[src/rtl/complex_mult_arbiter.sv]
// complex_mult_arbiter: round-robin sharing of one complex multiplier between NUM_REQ requesters
module complex_mult_arbiter #(
    parameter int DATA_WIDTH = 8,
    parameter int RES_WIDTH  = 17,
    parameter int NUM_REQ    = 4,
    parameter int ID_WIDTH   = 2,
    parameter int TIMEOUT    = 64
)(
    input  logic                            i_clk,
    input  logic                            i_sw_rst,
    input  logic [NUM_REQ-1:0]              i_req_val,
    output logic [NUM_REQ-1:0]              o_req_ready,
    input  logic [NUM_REQ*4*DATA_WIDTH-1:0] i_req_op,
    output logic [NUM_REQ-1:0]              o_rsp_val,
    input  logic [NUM_REQ-1:0]              i_rsp_ready,
    output logic [RES_WIDTH-1:0]            o_rsp_re,
    output logic [RES_WIDTH-1:0]            o_rsp_im,
    output logic                            o_rsp_err,
    output logic                            o_op_val,
    input  logic                            i_op_ready,
    output logic [DATA_WIDTH-1:0]           o_op_1_re,
    output logic [DATA_WIDTH-1:0]           o_op_1_im,
    output logic [DATA_WIDTH-1:0]           o_op_2_re,
    output logic [DATA_WIDTH-1:0]           o_op_2_im,
    input  logic                            i_res_val,
    output logic                            o_res_ready,
    input  logic [RES_WIDTH-1:0]            i_res_re,
    input  logic [RES_WIDTH-1:0]            i_res_im,
    output logic                            o_busy,
    output logic [ID_WIDTH-1:0]             o_owner_id,
    output logic                            o_timeout_err
);
    localparam int OW = 4 * DATA_WIDTH;
    localparam int WW = (TIMEOUT > 1) ? $clog2(TIMEOUT) : 1;

    typedef enum logic [1:0] {S_IDLE, S_ISSUE, S_WAIT, S_DELIVER} state_t;

    state_t                 r_state, w_next;
    logic [ID_WIDTH-1:0]    r_ptr, r_owner, w_gnt;
    logic [ID_WIDTH:0]      w_sum;
    logic [2*NUM_REQ-1:0]   w_dbl;
    logic                   w_found, w_to, w_acc;
    logic [OW-1:0]          r_ops;
    logic [WW-1:0]          r_wd;
    logic [RES_WIDTH-1:0]   r_re, r_im;
    logic                   r_err, r_terr;

    // first requesting index at or after the pointer, wrapping around
    always_comb begin
        w_dbl   = {i_req_val, i_req_val} >> r_ptr;
        w_found = 1'b0;
        w_sum   = '0;
        for (int k = NUM_REQ - 1; k >= 0; k--) begin
            if (w_dbl[k]) begin
                w_found = 1'b1;
                w_sum   = {1'b0, r_ptr} + (ID_WIDTH+1)'(k);
            end
        end
        w_gnt = (w_sum >= (ID_WIDTH+1)'(NUM_REQ)) ? ID_WIDTH'(w_sum - (ID_WIDTH+1)'(NUM_REQ)) : w_sum[ID_WIDTH-1:0];
    end

    assign w_to          = (TIMEOUT != 0) && (r_wd == WW'(TIMEOUT - 1));
    assign w_acc         = |(i_rsp_ready & o_rsp_val);
    assign o_req_ready   = (r_state == S_IDLE && w_found) ? NUM_REQ'(1) << w_gnt : '0;
    assign o_rsp_val     = (r_state == S_DELIVER) ? NUM_REQ'(1) << r_owner : '0;
    assign o_op_val      = (r_state == S_ISSUE);
    assign o_res_ready   = (r_state == S_WAIT);
    assign o_busy        = (r_state != S_IDLE);
    assign o_owner_id    = (r_state == S_IDLE) ? '0 : r_owner;
    assign o_rsp_re      = r_re;
    assign o_rsp_im      = r_im;
    assign o_rsp_err     = r_err;
    assign o_timeout_err = r_terr;
    assign {o_op_2_im, o_op_2_re, o_op_1_im, o_op_1_re} = r_ops;

    // state register
    always_ff @(posedge i_clk) begin
        if (i_sw_rst) r_state <= S_IDLE;
        else          r_state <= w_next;
    end

    // next-state: grant, issue, wait for result or watchdog, deliver
    always_comb begin
        w_next = r_state;
        case (r_state)
            S_IDLE:    w_next = w_found ? S_ISSUE : S_IDLE;
            S_ISSUE:   w_next = i_op_ready ? S_WAIT : S_ISSUE;
            S_WAIT:    w_next = (i_res_val || w_to) ? S_DELIVER : S_WAIT;
            S_DELIVER: w_next = w_acc ? S_IDLE : S_DELIVER;
            default:   w_next = S_IDLE;
        endcase
    end

    // operand latch, watchdog, result capture and pointer advance
    always_ff @(posedge i_clk) begin
        if (i_sw_rst) begin
            r_ptr   <= '0;
            r_owner <= '0;
            r_ops   <= '0;
            r_wd    <= '0;
            r_re    <= '0;
            r_im    <= '0;
            r_err   <= 1'b0;
            r_terr  <= 1'b0;
        end else if (r_state == S_IDLE) begin
            if (w_found) begin
                r_ops   <= i_req_op[w_gnt*OW +: OW];
                r_owner <= w_gnt;
            end
        end else if (r_state == S_ISSUE) begin
            if (i_op_ready) r_wd <= '0;
        end else if (r_state == S_WAIT) begin
            r_wd <= r_wd + WW'(1);
            if (i_res_val) begin
                r_re  <= i_res_re;
                r_im  <= i_res_im;
                r_err <= 1'b0;
            end else if (w_to) begin
                r_re   <= '0;
                r_im   <= '0;
                r_err  <= 1'b1;
                r_terr <= 1'b1;
            end
        end else if (w_acc) begin
            r_ptr <= (r_owner == ID_WIDTH'(NUM_REQ - 1)) ? '0 : r_owner + ID_WIDTH'(1);
        end
    end
endmodule

[config.mk]
export PLATFORM = sky130hd
export DESIGN_NAME = complex_mult_arbiter
export DESIGN_NICKNAME = d
export VERILOG_FILES = /design/src/rtl/complex_mult_arbiter.sv
export SDC_FILE = /design/constraint.sdc
export NUM_CORES = 1
export LEC_CHECK = 0
export ABC_AREA = 1
export CORE_UTILIZATION = 41
export CTS_CLUSTER_DIAMETER = 100
export CTS_CLUSTER_SIZE = 10
export DETAILED_ROUTE_END_ITERATION = 10
export GPL_TIMING_DRIVEN = 0
export HOLD_SLACK_MARGIN = 0.02
export PLACE_DENSITY_LB_ADDON = 0.05
export SLEW_MARGIN = 20
export SYNTH_ARGS = -nofsm -noshare
export SYNTH_HDL_FRONTEND = slang
export SYNTH_SLANG_ARGS = --single-unit
[constraint.sdc]
create_clock -name i_clk -period 3.8 [get_ports i_clk]
set_clock_uncertainty 0.05 [all_clocks]
set_input_delay 1.14 -clock i_clk [delete_from_list [all_inputs] [get_ports i_clk]]
set_output_delay 1.14 -clock i_clk [all_outputs]
set_load 0.005 [all_outputs]
Yosys cells after proc, flatten, opt, wreduce, memory -nomap -nowiden
Index checks and enable logic that the tools add are counted.

word-level totals
  flip-flop bits (word level) = 80
  bits in latches = 0
  memory bits (writable) = 0
  memory bits (read-only) = 0
  bits of input ports = 174
  output and inout bits = 81
  memories = 0

cells by class
  $add $sub $neg = 6
  multipliers = 0
  divide/modulo/power cells = 0
  $lt $le $gt $ge = 1
  equal/unequal tests = 6
  shift operators = 4
  muxes and demuxes = 26
  bitwise gates (word level) = 5
  reduce and logical (&&, ||, !) cells = 12

operators by type and width
  cell                                                      count
  variable part select 128 x 8 -> 32 bit                    1
  2-to-1 mux 17 bit                                         3
  2-to-1 mux 6 bit                                          3
  2-to-1 mux 3 bit                                          4
  2-to-1 mux 2 bit                                          5
  2-to-1 mux 1 bit                                          8
  2-to-1 mux 4 bit                                          2
  one-hot mux 2 bit (4 select lines)                        1
  AND reduction 4 bit                                       2
  left shift 1 x 2 -> 4 bit, first input constant           2
  >> shifter 8 x 2 -> 4 bit                                 1
  adder 2 x 2 -> 3 bit, second input constant               2
  adder 6 x 1 -> 6 bit, second input constant               1
  == test 2 bit, second input constant                      3
  == test 6 bit, second input constant                      1
  nonzero test 2 bit                                        3
  AND reduction 5 bit                                       1
  bitwise AND 4 bit                                         1
  NOT 1 bit                                                 4
  OR reduction 4 bit                                        1
  adder 2 x 1 -> 3 bit, second input constant               1
  greater-or-equal comparator 3 bit, second input constant  1
  AND reduction 3 bit                                       1
  adder 2 x 1 -> 2 bit, second input constant               1
  7 further kinds                                           7

Logic depth before layout (Yosys ltp)
  depth in word-level cells = 9
  gate-level depth with buffers = 15

Least setup slack after synthesis
No wires, ideal clock.

  path kind = in2out
  start = input port i_req_val[3]
  end = output port o_req_ready[1]
  arrival = 2.183 ns
  required time = 2.610 ns
  slack = 0.427 ns
  stages = 11
  path buffers = 2
  path through = inv_1 nand2_1 nand3_1 nand2_1 nand2_1 nand2_1 nand2_2 nand2_4 buf_6 buf_4 nor3_1

on the way
  cells in the longest elaborated chain, start to end = 9
  elaborated cells on any way between the ends = 15
  classes of those cells = 1 x add/sub; 1 x order compare; 2 x shift; 10 x mux; 1 x reduce/logical

RTL lines
  element                                                                                line  source
  start, declared                                                                        11    input logic [NUM_REQ-1:0] i_req_val,
  >> shifter 8 x 2 -> 4 bit (*)                                                          50    w_dbl = {i_req_val, i_req_val} >> r_ptr;
  2-to-1 mux 3 bit (4 in series)                                                         54    if (w_dbl[k]) begin
  greater-or-equal comparator 3 bit / subtractor 2 x 1 -> 2 bit (equally long branches)  59    w_gnt = (w_sum >= (ID_WIDTH+1)'(NUM_REQ)) ? ID_WIDTH'(w_sum - (ID_WIDTH+1)'(NUM_REQ)) : w_sum[ID_WIDTH-1:0];
  2-to-1 mux 2 bit                                                                       59
  left shift 1 x 2 -> 4 bit                                                              64    assign o_req_ready = (r_state == S_IDLE && w_found) ? NUM_REQ'(1) << w_gnt : '0;
  2-to-1 mux 4 bit (*)                                                                   64
  end, declared                                                                          12    output logic [NUM_REQ-1:0] o_req_ready,

Mark *: on every way between the ends. The rest lies on a longest branch, timed or not.

Worst setup path after layout
  start = input port i_req_val[0]
  end = output port o_req_ready[1]

Same word-level chain as after synthesis.

==> results.cfg <==
[placement]
place_ws_ns = -0.781
dp_hpwl_mm = 12.0
io_buffers = 253
place_congestion = 0.836
placed_area_um2 = 7040

[synth]
synth-edff-count = 0
yosys_warnings = 0
ys_ff_latch = 80
yosys_most_used_dff = dfxtp_1
synthTopCellsByArea = dfxtp_1, nand2_1, nand3_1, nor2_1, a21oi_1
avgSynthCellArea_um2 = 6.31
synthArstFlopShare_pct = 0
synthXorXnorAreaFrac_pct = 0.202
synth_top_family_by_area = simple AND/OR/NAND/NOR gates
synthTopCellsByCount = nand2_1, nand3_1, nor2_1
synth-compound-area-share_pct = 12.6
mappedNetlistNets = 866
syn-instance-count = 687
synth_top_area_cell = dfxtp_1
synthSimpleGateAreaFrac_pct = 40.3
synth_top_area_share_pct = 36.9
ys_types = 28
synth.area.mux_share_pct = 0
synth_most_common_cell = nand2_1
synthAdderAreaFrac_pct = 1.44
yosysSeqAreaShare_pct = 36.9
syn_area_um2 = 4340

[floorplan]
ios = 255
fp.dieW_um = 105
fp.dieH_um = 105
dieArea_um2 = 11000
core_um2 = 10300
start_util_pct = 42.2
num_rows = 37

[route]
wl_mm = 15.7
routed_via_density = 5.09
drt_first_iter_violations = 286
via_count = 5610
ant_nets = 0
wire_per_inst_um = 14.3
drtPass1Iterations = 4
drc = 0

[power]
peakVddDrop_mv = 0.263
power_mw = 2.98
power_leakage_nw = 3.16
cellPowerDensity_nw_per_um2 = 398

[sta]
relSlewSlack_pct = 66.8
finalCriticalPeriod_ns = 3.76
maxSlewViolCount = 0
finalSetupViolCount = 0
finalHoldViolations = 0
fin_crit_sh_pct = 98.8
fmax_ghz = 0.266
tightest_slew_ns = 0.497
timing.final.ws_setup_ns = 0.0441

[layout]
final_core_util_pct = 72.9
drive_above_1_share_pct = 9.83
antenna-diode-count = 0
fin_area_um2 = 7490
syn_to_final_growth_pct = 72.6
nNetsFinal = 1140

[global_route]
grt_max_degree = 21
grt_pass1_vias = 5467
grt.total_usage_pct = 27.9
grt_remaining_overflow = 0
grt_pass1_wl_mm = 24.7
antenna_found_initial = 0

[clock_network]
root_buffer = clkbuf_8
clock-sinks = 80
clk_latency_ns = 0.35
cts_max_level = 3
cts.path.max_buffers = 2
holdBufCountCts = 0
clk_pin_slew_ns = 0.08
cts_buffers = 9
cts_tree = built

[setup_path]
path_class = in2out
critPathArrivalTime_ns = 2.57
cp_data_required_time_ns = 2.61
reg2reg_slack_ns = 1.47
critPathCaptureType = output port
r2r_start = r_ptr[0]$_SDFFE_PP0P_
path_max_fanout = 4
worst_r2r_endpoint = r_ops[11]$_SDFFE_PP0P_
reg2regPathDepth = 16
start_kind = input pin

[flow_run]
max_cap_violations = 0

[min_path]
worstHoldPathCells = 2
min_path_type = reg2reg
min_to = o_timeout_err$_SDFFE_PP0P_
min_from = o_timeout_err$_SDFFE_PP0P_

[status]
outcome = finished clean
==> registers in the layout (all words and copies together) (netlist names) <==
| signal | flops |
|---|---|
| r_state | 2 |
| o_rsp_re | 17 |
| o_timeout_err | 1 |
| o_rsp_err | 1 |
| r_ptr | 2 |
| r_wd | 6 |
| r_owner | 2 |
| r_ops | 32 |
| o_rsp_im | 17 |
==> cells in the final DEF, fill, tap and decap left out, types with 5 or more instances in the layout <==
| cell type | n |
|---|---|
| nand3_1 | 94 |
| nand2_2 | 15 |
| inv_1 | 26 |
| buf_4 | 20 |
| clkdlybuf4s50_1 | 245 |
| nor2_1 | 86 |
| buf_6 | 5 |
| clkbuf_1 | 17 |
| buf_2 | 16 |
| o21ai_1 | 5 |
| nand2_4 | 5 |
| a21oi_1 | 58 |
| o21ai_0 | 32 |
| nand3_2 | 5 |
| clkbuf_8 | 9 |
| nand2_1 | 204 |
| dfxtp_1 | 80 |
| ha_1 | 5 |
==> worst max-delay path by stage <==
| stage | depth (start not counted) | slack (ns) | endpoint | start |
|---|---|---|---|---|
| final | 13 | 0.04 | o_req_ready[1] | i_req_val[0] |
| after global routing | 13 | -0.03 | o_req_ready[1] | i_req_val[0] |
| after CTS | 13 | 0.01 | o_req_ready[1] | i_req_val[2] |
| after detailed placement | 13 | -0.78 | o_req_ready[3] | i_req_val[2] |
| after global placement | 13 | -0.71 | o_req_ready[3] | i_req_val[0] |
| after floorplan | 11 | 0.43 | o_req_ready[1] | i_req_val[3] |
==> critical path: stages <==
cell	delay [ns]
dlygate4sd2_1	0.24
inv_1	0.08
nand2_2	0.08
nand3_2	0.10
nand2_2	0.09
nand2_4	0.09
nand2_4	0.06
nand2_4	0.07
nand2_4	0.06
buf_6	0.12
buf_12	0.13
nor3_4	0.15
buf_2	0.14
==> kinds of logic (layout without fill, tap and decap cells) <==
| kind of cell | after synthesis | count (layout) |
|---|---|---|
| flip-flops | 80 | 80 |
| AO/OA/AOI/OAI | 103 | 103 |
| adder cells (fa/ha/maj) | 5 | 5 |
| AND/OR/NAND/NOR | 422 | 422 |
| XOR/XNOR | 1 | 1 |
| buffers and inverters | 76 | 355 |
==> layout make-up <==
class / count / area (um2)
multi-input combinational: 531 / 2490
fill: 862 / 2790
tap: 136 / 170
timing repair buffer: 266 / 2610
clock buffer: 10 / 128
buffer: 42 / 249
clock inverter: 6 / 115
sequential: 80 / 1600
inverter: 31 / 121
==> routing by layer <==
layer,track usage (%),part of all wire [%]
met5,0,0
met4,14.0,3.9
met3,6.61,7.4
met2,52.6,51
met1,28.6,38
==> repair_timing <==
item / in CTS / in global routing
pin swaps: 11 / 10
gates resized for setup: 52 / 14
buffers inserted: 11 / 2
endpoints found under the setup margin: 4 / 3
==> where the power goes <==
group          internal [mW]  switching [mW]  total, mW
logic                  0.599           0.589       1.19
registers              0.946          0.0654       1.01
clock network          0.442           0.336      0.777
==> per-stage QoR <==
step / instances / hold slack, ns / setup TNS (ns)
floorplan: 687 / 0.387 / 0
global placement: 1076 / 0.395 / -2.62
detailed placement: 1076 / 0.404 / -2.88
CTS: 1100 / 0.417 / 0
global route: 1102 / 0.429 / -0.0273
finish: 1102 / 0.418 / 0
(Power assumes the default switching activity.)
